`src/rtl/lazy_match_scheduler_if.sv`:
```
// Job, lazy-match request, summary and sequence signals between the scheduler and its environment.
// The slave modport is the scheduler side; master is whatever drives jobs, summaries and seq_ready.
interface lazy_match_scheduler_if #(
   parameter int JOB_LEN_LOG2    = 5,
   parameter int SEQ_LL_BITS     = 8,
   parameter int SEQ_ML_BITS     = 8,
   parameter int SEQ_OFFSET_BITS = 16
);
   logic                       i_job_valid;
   logic                       i_job_delim;
   logic                       o_job_ready;
   logic                       o_match_req;
   logic [JOB_LEN_LOG2-1:0]    o_match_head_ptr;
   logic [JOB_LEN_LOG2-1:0]    o_seq_head_ptr;
   logic                       o_match_delim;
   logic                       i_summary_done;
   logic [SEQ_LL_BITS-1:0]     i_summary_ll;
   logic [SEQ_ML_BITS-1:0]     i_summary_ml;
   logic [SEQ_OFFSET_BITS-1:0] i_summary_offset;
   logic                       i_summary_eoj;
   logic [SEQ_ML_BITS-1:0]     i_summary_overlap;
   logic [JOB_LEN_LOG2-1:0]    i_move_forward;
   logic                       o_seq_valid;
   logic                       i_seq_ready;
   logic [SEQ_LL_BITS-1:0]     o_seq_ll;
   logic [SEQ_ML_BITS-1:0]     o_seq_ml;
   logic [SEQ_OFFSET_BITS-1:0] o_seq_offset;
   logic                       o_seq_eoj;
   logic                       o_seq_delim;
   logic                       o_busy;

   modport slave (
      input  i_job_valid, i_job_delim, i_summary_done, i_summary_ll, i_summary_ml,
             i_summary_offset, i_summary_eoj, i_summary_overlap, i_move_forward, i_seq_ready,
      output o_job_ready, o_match_req, o_match_head_ptr, o_seq_head_ptr, o_match_delim,
             o_seq_valid, o_seq_ll, o_seq_ml, o_seq_offset, o_seq_eoj, o_seq_delim, o_busy
   );

   modport master (
      output i_job_valid, i_job_delim, i_summary_done, i_summary_ll, i_summary_ml,
             i_summary_offset, i_summary_eoj, i_summary_overlap, i_move_forward, i_seq_ready,
      input  o_job_ready, o_match_req, o_match_head_ptr, o_seq_head_ptr, o_match_delim,
             o_seq_valid, o_seq_ll, o_seq_ml, o_seq_offset, o_seq_eoj, o_seq_delim, o_busy
   );
endinterface

```
`src/rtl/lazy_match_scheduler.sv`:
```
// Per-job sequencer around the lazy summary pipeline: one request in flight, one sequence out,
// match overlap carried into the following job.
module lazy_match_scheduler #(
   parameter int JOB_LEN_LOG2    = 5,
   parameter int LAZY_LEN        = 4,
   parameter int SEQ_LL_BITS     = 8,
   parameter int SEQ_ML_BITS     = 8,
   parameter int SEQ_OFFSET_BITS = 16
) (
   input logic                    clk,
   input logic                    rst,
   lazy_match_scheduler_if.slave  bus
);
   localparam int JOB_LEN = 1 << JOB_LEN_LOG2;
   localparam logic [JOB_LEN_LOG2:0]  JOB_LEN_X  = (JOB_LEN_LOG2+1)'(JOB_LEN);
   localparam logic [JOB_LEN_LOG2:0]  LAZY_X     = (JOB_LEN_LOG2+1)'(LAZY_LEN);
   localparam logic [SEQ_ML_BITS-1:0] JOB_LEN_ML = SEQ_ML_BITS'(JOB_LEN);
   localparam logic [SEQ_LL_BITS-1:0] JOB_LEN_LL = SEQ_LL_BITS'(JOB_LEN);

   typedef logic [JOB_LEN_LOG2-1:0] ptr_t;
   typedef struct packed {
      logic [SEQ_LL_BITS-1:0]     ll;
      logic [SEQ_ML_BITS-1:0]     ml;
      logic [SEQ_OFFSET_BITS-1:0] offset;
      logic                       eoj;
      logic                       delim;
   } seq_t;
   typedef enum logic [2:0] {IDLE, ISSUE, WAIT, EMIT, SKIP} state_t;

   state_t                 state;
   ptr_t                   seq_head, match_head;
   logic                   job_delim;
   logic [SEQ_ML_BITS-1:0] carry;
   seq_t                   seq;
   logic                   seq_valid, job_ready, match_req, busy;

   // Window end uses one extra bit so reaching JOB_LEN is visible rather than wrapping to 0.
   logic [JOB_LEN_LOG2:0]  lazy_end;
   ptr_t                   fwd_head;
   assign lazy_end = {1'b0, match_head} + LAZY_X;
   assign fwd_head = seq_head + bus.i_move_forward;

   always_ff @(posedge clk) begin
      if (rst) begin
         state      <= IDLE;
         seq_head   <= '0;
         match_head <= '0;
         job_delim  <= 1'b0;
         carry      <= '0;
         seq        <= '0;
         seq_valid  <= 1'b0;
         job_ready  <= 1'b0;
         match_req  <= 1'b0;
         busy       <= 1'b0;
      end else begin
         match_req <= 1'b0;
         case (state)
            IDLE: begin
               job_ready <= 1'b1;
               if (job_ready && bus.i_job_valid) begin
                  job_ready <= 1'b0;
                  busy      <= 1'b1;
                  job_delim <= bus.i_job_delim;
                  if (32'(carry) >= JOB_LEN) begin
                     state <= SKIP;
                  end else begin
                     seq_head   <= ptr_t'(carry);
                     match_head <= ptr_t'(carry);
                     carry      <= '0;
                     match_req  <= 1'b1;
                     state      <= ISSUE;
                  end
               end
            end
            ISSUE: state <= WAIT;
            WAIT: begin
               if (bus.i_summary_done) begin
                  if (bus.i_summary_eoj) begin
                     seq       <= '{bus.i_summary_ll, bus.i_summary_ml, bus.i_summary_offset, 1'b1, job_delim};
                     carry     <= job_delim ? '0 : bus.i_summary_overlap;
                     seq_valid <= 1'b1;
                     state     <= EMIT;
                  end else if (bus.i_summary_ml != '0) begin
                     seq        <= '{bus.i_summary_ll, bus.i_summary_ml, bus.i_summary_offset, 1'b0, 1'b0};
                     seq_head   <= fwd_head;
                     match_head <= fwd_head;
                     seq_valid  <= 1'b1;
                     state      <= EMIT;
                  end else begin
                     // No match in this window: slide it, or close the job with a literal tail.
                     match_head <= ptr_t'(lazy_end);
                     if (lazy_end >= JOB_LEN_X) begin
                        seq       <= '{JOB_LEN_LL - SEQ_LL_BITS'(seq_head), '0, '0, 1'b1, job_delim};
                        carry     <= '0;
                        seq_valid <= 1'b1;
                        state     <= EMIT;
                     end else begin
                        match_req <= 1'b1;
                        state     <= ISSUE;
                     end
                  end
               end
            end
            EMIT: begin
               if (bus.i_seq_ready) begin
                  seq_valid <= 1'b0;
                  if (seq.eoj) begin
                     job_ready <= 1'b1;
                     busy      <= 1'b0;
                     state     <= IDLE;
                  end else begin
                     match_req <= 1'b1;
                     state     <= ISSUE;
                  end
               end
            end
            SKIP: begin
               // Previous match covered this whole job; emit an empty closing sequence.
               seq       <= '{'0, '0, '0, 1'b1, job_delim};
               carry     <= job_delim ? '0 : carry - JOB_LEN_ML;
               seq_valid <= 1'b1;
               state     <= EMIT;
            end
            default: state <= IDLE;
         endcase
      end
   end

   assign bus.o_job_ready      = job_ready;
   assign bus.o_match_req      = match_req;
   assign bus.o_match_head_ptr = match_head;
   assign bus.o_seq_head_ptr   = seq_head;
   assign bus.o_match_delim    = job_delim;
   assign bus.o_seq_valid      = seq_valid;
   assign bus.o_seq_ll         = seq.ll;
   assign bus.o_seq_ml         = seq.ml;
   assign bus.o_seq_offset     = seq.offset;
   assign bus.o_seq_eoj        = seq.eoj;
   assign bus.o_seq_delim      = seq.delim;
   assign bus.o_busy           = busy;
endmodule
```
`src/flat_wrapper.sv`:
```
// flat-port wrapper written by rule: the top's interface ports become plain ports
module lazy_match_scheduler_flat 
#(
   parameter int JOB_LEN_LOG2    = 5,
   parameter int LAZY_LEN        = 4,
   parameter int SEQ_LL_BITS     = 8,
   parameter int SEQ_ML_BITS     = 8,
   parameter int SEQ_OFFSET_BITS = 16
)
  (clk, rst, bus_i_job_valid, bus_i_job_delim, bus_i_summary_done, bus_i_summary_ll, bus_i_summary_ml, bus_i_summary_offset, bus_i_summary_eoj, bus_i_summary_overlap, bus_i_move_forward, bus_i_seq_ready, bus_o_job_ready, bus_o_match_req, bus_o_match_head_ptr, bus_o_seq_head_ptr, bus_o_match_delim, bus_o_seq_valid, bus_o_seq_ll, bus_o_seq_ml, bus_o_seq_offset, bus_o_seq_eoj, bus_o_seq_delim, bus_o_busy);
  lazy_match_scheduler_if #(.JOB_LEN_LOG2(JOB_LEN_LOG2), .SEQ_LL_BITS(SEQ_LL_BITS), .SEQ_ML_BITS(SEQ_ML_BITS), .SEQ_OFFSET_BITS(SEQ_OFFSET_BITS)) bus_i ();
  input logic clk;
  input logic rst;
  input wire logic [$bits(bus_i.i_job_valid)-1:0] bus_i_job_valid;
  input wire logic [$bits(bus_i.i_job_delim)-1:0] bus_i_job_delim;
  input wire logic [$bits(bus_i.i_summary_done)-1:0] bus_i_summary_done;
  input wire logic [$bits(bus_i.i_summary_ll)-1:0] bus_i_summary_ll;
  input wire logic [$bits(bus_i.i_summary_ml)-1:0] bus_i_summary_ml;
  input wire logic [$bits(bus_i.i_summary_offset)-1:0] bus_i_summary_offset;
  input wire logic [$bits(bus_i.i_summary_eoj)-1:0] bus_i_summary_eoj;
  input wire logic [$bits(bus_i.i_summary_overlap)-1:0] bus_i_summary_overlap;
  input wire logic [$bits(bus_i.i_move_forward)-1:0] bus_i_move_forward;
  input wire logic [$bits(bus_i.i_seq_ready)-1:0] bus_i_seq_ready;
  output wire logic [$bits(bus_i.o_job_ready)-1:0] bus_o_job_ready;
  output wire logic [$bits(bus_i.o_match_req)-1:0] bus_o_match_req;
  output wire logic [$bits(bus_i.o_match_head_ptr)-1:0] bus_o_match_head_ptr;
  output wire logic [$bits(bus_i.o_seq_head_ptr)-1:0] bus_o_seq_head_ptr;
  output wire logic [$bits(bus_i.o_match_delim)-1:0] bus_o_match_delim;
  output wire logic [$bits(bus_i.o_seq_valid)-1:0] bus_o_seq_valid;
  output wire logic [$bits(bus_i.o_seq_ll)-1:0] bus_o_seq_ll;
  output wire logic [$bits(bus_i.o_seq_ml)-1:0] bus_o_seq_ml;
  output wire logic [$bits(bus_i.o_seq_offset)-1:0] bus_o_seq_offset;
  output wire logic [$bits(bus_i.o_seq_eoj)-1:0] bus_o_seq_eoj;
  output wire logic [$bits(bus_i.o_seq_delim)-1:0] bus_o_seq_delim;
  output wire logic [$bits(bus_i.o_busy)-1:0] bus_o_busy;
  assign bus_i.i_job_valid = bus_i_job_valid;
  assign bus_i.i_job_delim = bus_i_job_delim;
  assign bus_i.i_summary_done = bus_i_summary_done;
  assign bus_i.i_summary_ll = bus_i_summary_ll;
  assign bus_i.i_summary_ml = bus_i_summary_ml;
  assign bus_i.i_summary_offset = bus_i_summary_offset;
  assign bus_i.i_summary_eoj = bus_i_summary_eoj;
  assign bus_i.i_summary_overlap = bus_i_summary_overlap;
  assign bus_i.i_move_forward = bus_i_move_forward;
  assign bus_i.i_seq_ready = bus_i_seq_ready;
  assign bus_o_job_ready = bus_i.o_job_ready;
  assign bus_o_match_req = bus_i.o_match_req;
  assign bus_o_match_head_ptr = bus_i.o_match_head_ptr;
  assign bus_o_seq_head_ptr = bus_i.o_seq_head_ptr;
  assign bus_o_match_delim = bus_i.o_match_delim;
  assign bus_o_seq_valid = bus_i.o_seq_valid;
  assign bus_o_seq_ll = bus_i.o_seq_ll;
  assign bus_o_seq_ml = bus_i.o_seq_ml;
  assign bus_o_seq_offset = bus_i.o_seq_offset;
  assign bus_o_seq_eoj = bus_i.o_seq_eoj;
  assign bus_o_seq_delim = bus_i.o_seq_delim;
  assign bus_o_busy = bus_i.o_busy;
  lazy_match_scheduler #(.JOB_LEN_LOG2(JOB_LEN_LOG2), .LAZY_LEN(LAZY_LEN), .SEQ_LL_BITS(SEQ_LL_BITS), .SEQ_ML_BITS(SEQ_ML_BITS), .SEQ_OFFSET_BITS(SEQ_OFFSET_BITS)) u_core (.clk(clk), .rst(rst), .bus(bus_i));
endmodule
```
`config.mk`:
```
export PLATFORM = sky130hd
export DESIGN_NAME = lazy_match_scheduler_flat
export DESIGN_NICKNAME = d
export VERILOG_FILES = /design/src/rtl/lazy_match_scheduler_if.sv /design/src/rtl/lazy_match_scheduler.sv /design/src/flat_wrapper.sv
export SDC_FILE = /design/constraint.sdc
export NUM_CORES = 1
export LEC_CHECK = 0
export BUFFER_PORTS_ARGS = -buffer_cell sky130_fd_sc_hd__clkbuf_2
export CAP_MARGIN = 15
export CORE_UTILIZATION = 53
export CTS_CLUSTER_DIAMETER = 80
export DETAILED_ROUTE_END_ITERATION = 6
export GPL_ROUTABILITY_DRIVEN = 0
export HOLD_SLACK_MARGIN = 0.06
export PLACE_DENSITY = 0.85
export SLEW_MARGIN = 5
export SYNTH_ARGS = -nofsm -noshare
export SYNTH_HDL_FRONTEND = slang
export SYNTH_SLANG_ARGS = --single-unit
```
`constraint.sdc`:
```
create_clock -name clk -period 4.8 [get_ports clk]
set_clock_uncertainty 0.1 [all_clocks]
set_input_delay 0.24 -clock clk [delete_from_list [all_inputs] [get_ports clk]]
set_output_delay 0.24 -clock clk [all_outputs]
set_load 0.01 [all_outputs]
```
# After elaboration in Yosys (flattened, before gate mapping)
# Cells that the tools add are included.
[classes] n_addsub=4 n_mul=0 div_mod_pow=0 magnitude_cmp=2 n_eq_ne=14 n_shift=0 mux=56 bitwise=0 n_reduce_logical=17
[op_table] operator="34-bit 2-to-1 mux" count=4
[op_table] operator="34-bit one-hot mux with 2 select lines" count=1
[op_table] operator="8-bit 2-to-1 mux" count=8
[op_table] operator="5-bit 2-to-1 mux" count=8
[op_table] operator="8-bit one-hot mux with 3 select lines" count=1
[op_table] operator="1-bit 2-to-1 mux" count=20
[op_table] operator="5-bit one-hot mux with 2 select lines" count=2
[op_table] operator="3-bit 2-to-1 mux" count=6
[op_table] operator="3-bit one-hot mux with 5 select lines" count=1
[op_table] operator="6-bit AND reduction" count=2
[op_table] operator="3-bit AND reduction" count=3
[op_table] operator="8-bit by 6-bit greater-or-equal comparator with 1-bit output, second input constant" count=1
[op_table] operator="2-bit inequality test, second input constant" count=4
[op_table] operator="4-bit AND reduction" count=2
[op_table] operator="8-bit nonzero test" count=1
[op_table] operator="8-bit by 6-bit subtractor with 8-bit output, second input constant" count=1
[op_table] operator="6-bit by 5-bit subtractor with 7-bit output, first input constant" count=1
[op_table] operator="5-bit by 3-bit adder with 6-bit output, second input constant" count=1
[op_table] operator="3-bit by 2-bit equality test with 1-bit output, second input constant" count=2
[op_table] operator="6-bit greater-or-equal comparator, second input constant" count=1
[op_table] operator="2-bit by 1-bit inequality test with 1-bit output, second input constant" count=3
[op_table] operator="1-bit one-hot mux with 3 select lines" count=2
[op_table] operator="2-bit nonzero test" count=3
[op_table] operator="3-bit nonzero test" count=2
[op_table] operator="other kinds (12)" count=13
[totals] reg_bits=60 latch_bits=0 ram_bits=0 romBits=0 inputBits=52 output_inout_bits=49 elab_cells=107 n_memories=0

# Logic depth before layout (Yosys ltp)
# Gate-level depths: netlist of the first run.
[logic_depth] word_depth=7 mapped_depth=7 depth_no_buf=7

# Worst setup path before layout of the first run
# OpenSTA, ideal clock, no wires.
[synth_timing] kind="input port to flip-flop" startpoint="input port bus_i_summary_ml[5]" endpoint="register u_core.match_req, in the netlist u_core.bus.o_match_req" setup_time_ns=0.100 arrival_time_ns=1.726 required_ns=4.600 slack_ns=2.875 path_stages=6 n_path_buf=1 cell_sequence="or4_4 nor3_4 buf_6 and3_4 nand2_2 a2111oi_4"
[synth_via] elab_chain_len=5
[synth_lines] item="from (decl)" line="flat_wrapper.sv:18" rtl="input wire logic [$bits(bus_i.i_summary_ml)-1:0] bus_i_summary_ml;"
[synth_lines] item="8-bit nonzero test" line="lazy_match_scheduler.sv:83" rtl="end else if (bus.i_summary_ml != '0) begin"
[synth_lines] item="1-bit 2-to-1 mux" line="lazy_match_scheduler.sv:83"
[synth_lines] item="1-bit 2-to-1 mux" line="lazy_match_scheduler.sv:78" rtl="if (bus.i_summary_eoj) begin"
[synth_lines] item="1-bit 2-to-1 mux" line="lazy_match_scheduler.sv:77" rtl="if (bus.i_summary_done) begin"
[synth_lines] item="1-bit one-hot mux with 3 select lines" line="lazy_match_scheduler.sv:57" rtl="case (state)"
[synth_lines] item="to (signal assigned)" line="lazy_match_scheduler.sv:53" rtl="match_req <= 1'b0;"
[synth_lines] item="to (signal assigned)" line="lazy_match_scheduler.sv:56" rtl="match_req <= 1'b0;"
[synth_lines] item="to (signal assigned)" line="lazy_match_scheduler.sv:70" rtl="match_req <= 1'b1;"
[synth_lines] item="to (decl)" line="lazy_match_scheduler.sv:35" rtl="logic seq_valid, job_ready, match_req, busy;"
# No other way between the ends.
# A chain may end at the register's enable or synchronous reset.

# Worst setup path after layout of the first run
[layout_timing] startpoint="input port bus_i_summary_ml[5]" endpoint="register u_core.match_head[4], in the netlist u_core.bus.o_match_head_ptr[4]"
[layout_via] elab_chain_len=5
[layout_lines] item="8-bit nonzero test" line="lazy_match_scheduler.sv:83"
[layout_lines] item="5-bit 2-to-1 mux" line="lazy_match_scheduler.sv:83"
[layout_lines] item="5-bit 2-to-1 mux" line="lazy_match_scheduler.sv:78"
[layout_lines] item="5-bit 2-to-1 mux" line="lazy_match_scheduler.sv:77"
[layout_lines] item="5-bit one-hot mux with 2 select lines" line="lazy_match_scheduler.sv:57"
[layout_lines] item="to (signal assigned)" line="lazy_match_scheduler.sv:68" rtl="match_head <= ptr_t'(carry);"
[layout_lines] item="to (signal assigned)" line="lazy_match_scheduler.sv:86" rtl="match_head <= fwd_head;"
[layout_lines] item="to (signal assigned)" line="lazy_match_scheduler.sv:91" rtl="match_head <= ptr_t'(lazy_end);"
[layout_lines] item="to (decl)" line="lazy_match_scheduler.sv:31" rtl="ptr_t seq_head, match_head;"
# No other way between the ends. The select of a mux whose other input is x is not followed.

==> results of run 1 <==
[logic make-up after synthesis]
group                      share of synthesized area
AOI/OAI and AO/OA                             0.2234
xor gates and xnor gates                     0.02151
adders and majority gates                    0.04214
buffers and inverters                        0.04038
DFF                                           0.4214
muxes                                        0.02458
and+or+nand+nor                               0.2265
[worst max-delay path, cell delays in order]
cell	delay [ns]
dlygate4sd3_1	0.56
clkbuf_2	0.12
or4_4	0.57
nor3_4	0.53
a311o_1	1.06
nor3_1	0.20
a211oi_1	0.28
[per-layer routing]
layer	up-vias	share of wire	GRT usage
met5	-	0	0
met4	0	0.024	0.1440
met3	18	0.062	0.07672
met2	120	0.49	0.4970
met1	1387	0.42	0.3378
li1	1434	-	-
[timing repair]
| action | in CTS | in global routing |
|---|---|---|
| hold endpoints to repair | 30 | 0 |
| resized for setup | 0 | 0 |
| hold buffers | 30 | 0 |
[cell usage in the layout (no fill, tap or decap), drive strengths merged, types with 3 or more instances in the layout]
cell type | synthesis | final
dfxtp | 60 | 60
nor2b | 3 | 3
xor2 | 5 | 5
o2bb2ai | 7 | 7
inv | 9 | 9
a311oi | 4 | 4
mux2i | 7 | 7
nand2 | 25 | 25
a21o | 4 | 4
nor4 | 3 | 3
a21oi | 18 | 18
nand3 | 17 | 17
nor2 | 45 | 45
dlygate4sd3 | 0 | 30
o21ai | 13 | 13
clkbuf | 12 | 111
clkinvlp | 0 | 3
a211oi | 4 | 4
ha | 8 | 8
nor3 | 10 | 10
or3 | 3 | 3
a22oi | 19 | 19
nand2b | 7 | 7
[state kept, by name, summed over array words and instances, names as in the netlist, 3 cells and up]
register                     flops
u_core.bus.o_seq_offset         16
u_core.bus.o_seq_ll              8
u_core.bus.o_seq_ml              8
u_core.carry                     8
u_core.bus.o_match_head_ptr      5
u_core.bus.o_seq_head_ptr        5
u_core.state                     3
[per-stage QoR]
| step | worst slack (ns) | utilization |
|---|---|---|
| after floorplan | 2.875 | - |
| after global placement | 1.752 | 0.6546 |
| after CTS | 1.466 | 0.7495 |
| final | 1.377 | 0.7495 |
| after detailed placement | 1.646 | 0.6546 |
| after global routing | 1.209 | 0.7495 |
[final timing paths]
check | from | to | slack, ns | cells past startpoint
hold / removal | bus_i_summary_ml[6] | u_core.bus.o_seq_ml[6]$_SDFFE_PP0P_ | 0.06 | 3
hold reg to reg | u_core.bus.o_seq_ml[0]$_SDFFE_PP0P_ | u_core.bus.o_seq_ml[0]$_SDFFE_PP0P_ | 0.36 | 2
setup reg to reg | u_core.state[2]$_SDFFE_PP0P_ | u_core.bus.o_match_head_ptr[4]$_SDFFE_PP0P_ | 2.05 | 5
setup / recovery | bus_i_summary_ml[5] | u_core.bus.o_match_head_ptr[4]$_SDFFE_PP0P_ | 1.38 | 7
[layout make-up]
type	count	area (um2)	share of cell area
sequential	60	1201	0.3118
multi-input combinational	239	1534	0.3982
inverter	9	33.78	0.008769
clock inverter	5	36.28	0.009419
clock buffer	11	151.4	0.03930
timing repair buffer	131	808.3	0.2098
tap	70	87.58	0.02273
[where the power goes]
part           leakage, nW  switching, mW  internal [mW]
registers            0.486         0.0298          0.523
logic                 1.07          0.124          0.107
clock network       0.0876          0.207          0.215
total                 1.64          0.361          0.845
==> metrics.txt, run 1 <==
dpl cell area 3364 um2; first-pass GRT wire length 12480 um; RSZ-0062 raised after global routing false; vias in the first global route 2831; Yosys top cell by area dfxtp_1; clk buf depth 2; syn nets 387; total power 1.206 mW; largest net degree at the start of global routing 56; critical path required time 4.95 ns; Post-synth ARST share 0; fin area 3852 um2; post-route insts no fill 525; Die ar. 5675 um2; final setup TNS 0 ns; Post-Syn Instances 326; post-CTS setup repair buffer count 0; global route total overflow 0; Commonest cells post-synth dfxtp_1, nor2_1, nand2_1; kind of critical path in -> reg; CTS sink cnt 60; Min-Delay Path Class in -> reg; Max Fanout on Critical Path 30; number of flops mapped to enable cells by yosys 0; I/O pins 101; Num CTS Buffers 9; H-tree levels 3; Yosys warning count 0; sequential area share after synthesis 0.4214; PwrDens 313.0 nW/um2; CTS tree built; drt first pass iters 5; CP Launch Type input port; status finished, final reports clean; f_max 0.2921 GHz; Slew Limit Headroom 0.2146; top-area cell type share of the netlist area 0.4214; setup violators final 0; DRC viols 0; Fin. Hold Viols 0; CP Data Arrival Time 3.57 ns; final critical-path share of the clock period 0.7132; Area contributors post-synth dfxtp_1, nor2_1, a22oi_1; filler cell count 387; Starting Density 0.5545; Setup crit end kind flop; max-slew violation count 0; top_reg_cell synth dfxtp_1; peak supply drop 0.0002232 V; initial antenna violation count 0; Leak Pwr 1.642 nW; placed cells 479; slew at the pin closest to its max-slew limit 1.178 ns; Synth Cell Area 2850 um2; Yosys reg bits 60; Core Area 5140 um2; Root Driver clkbuf_8; Clk Latency, worst-skew pair 0.34 ns; Clk pin slew, worst setup/hold paths 0.07 ns; Synth Area per Inst 8.743 um2; DR iter-0 viols 242; nets@finish 511; Hold WS 0.05769 ns; top-count cell post-synth dfxtp_1; dpl hpwl 4941 um; die width 75.34 um; Vias 2959; layout cell share with drive strength beyond 1 0.2835; height of the die 75.34 um; Layout Area Growth over Synthesis 35.16%; WL/cell 14.93 um; FP Rows 26; Tmin final 3.423 ns; GRT Overall Usage 0.2907; Cell variety after synth 57; n_diodes 0; maxcap violations 0; DR vias/cell 5.636; drt total wl 7839 um; DRT antenna net count 0; PortBufs 100
Note: power is estimated with default switching activity, not from simulation.
==> inputs of run 2 (changes only) <==
- CORE_UTILIZATION: 53 -> 50
- PLACE_DENSITY: 0.85 -> 0.81
- clock period: 4.8 -> 3.5 ns (I/O delays scaled with it)
==> run 2 against run 1 <==
  * Critical path depth rose by 2
  * First-iteration DRC count fell by 42%
  * Final cell count rose by 3.0%
  * Critical path type unchanged
  * Largest cell class unchanged
  * Highest routed layer unchanged
==> metrics.txt, run 2 (synthesis gave the netlist of run 1 again) <==
status finished, final reports clean; initial antenna violation count 0 (unchanged); dpl hpwl 5160 um (+4.4%); max-slew violation count 0 (unchanged); vias in the first global route 2973 (+5.0%); Vias 2955 (-0.14%); drt total wl 7895 um (+0.71%); WL/cell 14.59 um (-2.3%); CTS tree built; Hold WS 0.1080 ns (+0.05027 ns); Tmin final 2.797 ns; f_max 0.3575 GHz; DRC viols 0 (unchanged); global route total overflow 0 (unchanged); min setup slack post-route 0.7031 ns (-0.6735 ns); H-tree levels 3 (unchanged); post-route insts no fill 541 (+3.0%); Layout Area Growth over Synthesis 40.34%; nets@finish 525 (+2.7%); height of the die 77.50 um (+2.9%); Core Area 5507 um2 (+7.1%); Switch Pwr 0.4890 mW (+35%); Pint 1.223 mW (+45%); peak supply drop 0.0002426 V (+8.7%); placed cells 484 (+1.0%); largest net degree at the start of global routing 37 (-34%); commonest non-fill, non-tap cell in the layout clkbuf_2; Clk pwr share 0.366 (+0.016); final critical-path share of the clock period 0.7991; most frequent cells in the layout clkbuf_2, dfxtp_1, nor2_1, dlygate4sd3_1, nand2_1; setup violators final 0 (unchanged); min-delay src bus_i_summary_done; CTS sink cnt 60 (unchanged); DR iter-0 viols 140 (-42%); Clk pin slew, worst setup/hold paths 0.07 ns (about the same); DRT antenna net count 0 (unchanged); drt first pass iters 4 (-1); Num CTS Buffers 9 (unchanged); worst slack, placed 0.9283 ns (-0.7177 ns); Starting Density 0.5176 (-0.03692); Slew Limit Headroom 0.4766 (+0.2620); GRT Overall Usage 0.2805 (-0.01026); post-CTS setup repair buffer count 0 (unchanged); RSZ-0062 raised after global routing false; max reg flops 16 (unchanged); Fin. Hold Viols 0 (unchanged); Switching Fraction 0.2857 (-0.01364); Hold Path End u_core.bus.o_match_req$_SDFF_PP0_; maxcap violations 0 (unchanged); worst hold path depth 3 (unchanged); CP Launch Type input port; die width 77.50 um (+2.9%); Root Driver clkbuf_8; final setup TNS 0 ns (unchanged); filler cell count 422 (+9.0%); Leak Pwr 1.709 nW (+4.0%); clk buf depth 2 (unchanged); sequential share of power 0.442 (-0.016); Comb power frac 0.192 (about the same); layout cell share with drive strength beyond 1 0.2814 (-0.002067); I/O pins 101 (unchanged); PwrDens 427.9 nW/um2 (+37%); Critical R2R Capture u_core.bus.o_seq_offset[7]$_SDFFE_PP0P_; Clk Latency, worst-skew pair 0.33 ns (about the same); Min-Delay Path Class in -> reg; FP Rows 27 (+3.8%); Setup crit end kind flop; Max Fanout on Critical Path 17 (-43%); flop2flop setup slack 0.95 ns (-1.10 ns); r2r worst-path depth 6 (+1); n_diodes 0 (unchanged); Die ar. 6006 um2 (+5.8%); RR Startpoint u_core.state[1]$_SDFFE_PP0P_; kind of critical path in -> reg; first-pass GRT wire length 13250 um (+6.2%); PortBufs 100 (unchanged); critical path required time 3.66 ns (-1.29 ns); CP Data Arrival Time 2.96 ns (-0.61 ns); DR vias/cell 5.462 (-3.1%); slew at the pin closest to its max-slew limit 0.7779 ns (-0.4002 ns); Final Util 0.7264 (-0.02309)
[run 2: power by group through the flow]
| stage | registers (mW) | logic (mW) | clock network, mW |
|---|---|---|---|
| after floorplan | 0.772 | 0.182 | 0 |
| after global placement | 0.769 | 0.280 | 0 |
| after detailed placement | 0.771 | 0.288 | 0 |
| after CTS | 0.756 | 0.324 | 0.638 |
| after global routing | 0.762 | 0.367 | 0.671 |
| final | 0.757 | 0.328 | 0.627 |
[run 2: worst max path at each step]
stage          depth (start not counted)  slack (ns)                                           to                                 startpoint
2_1_floorplan                          7        1.60  u_core.bus.o_match_head_ptr[4]$_SDFFE_PP0P_  u_core.bus.o_seq_head_ptr[0]$_SDFFE_PP0P_
3_3_place_gp                           8        1.02     u_core.bus.o_seq_offset[11]$_SDFFE_PP0P_                        bus_i_summary_ml[5]
3_5_place_dp                           8        0.93      u_core.bus.o_seq_offset[1]$_SDFFE_PP0P_                        bus_i_summary_ml[5]
4_1_cts                                9        0.74      u_core.bus.o_seq_offset[1]$_SDFFE_PP0P_                        bus_i_summary_ml[5]
5_1_grt                                9        0.55      u_core.bus.o_seq_offset[3]$_SDFFE_PP0P_                        bus_i_summary_ml[5]
6_report                               9        0.70      u_core.bus.o_seq_offset[7]$_SDFFE_PP0P_                        bus_i_summary_ml[5]
[run 2: what timing repair did]
action,in CTS,in global routing
resized for setup,0,0
endpoints found under the hold margin,40,0
hold buffers,40,0
endpoints found under the setup margin,0,0
[run 2: routing by layer]
layer  vias up  wire length, um  GRT usage
li1       1463                -          -
met4         0              279     0.1774
met3        27              413    0.06353
met1      1346             3431     0.3252
met2       119             3770     0.4655
met5         -                0          0
[run 2: worst max-delay path, cell delays in order]
cell and delay (ns):
dlygate4sd3_1 0.54, clkbuf_2 0.12, or4_4 0.58, nor3_4 0.17, buf_4 0.22, a311o_1 0.55, buf_4 0.33, a22oi_1 0.12
nor2_1 0.14
[run 2: area by class of cell]
cell class / instances / area [um2] / share of cell area
inverter: 9 / 33.78 / 0.008445
tap: 72 / 90.09 / 0.02252
clock inverter: 5 / 61.31 / 0.01533
multi-input combinational: 239 / 1534 / 0.3835
sequential: 60 / 1201 / 0.3003
clock buffer: 11 / 141.4 / 0.03535
timing repair buffer: 145 / 938.4 / 0.2346
[run 2: per-stage QoR]
step                      instance area (um2)  power (mW)
after global placement                   3390       1.049
after CTS                                3993       1.718
after global routing                     4000       1.800
final                                    4000       1.712
after floorplan                          2850      0.9539
after detailed placement                 3390       1.059
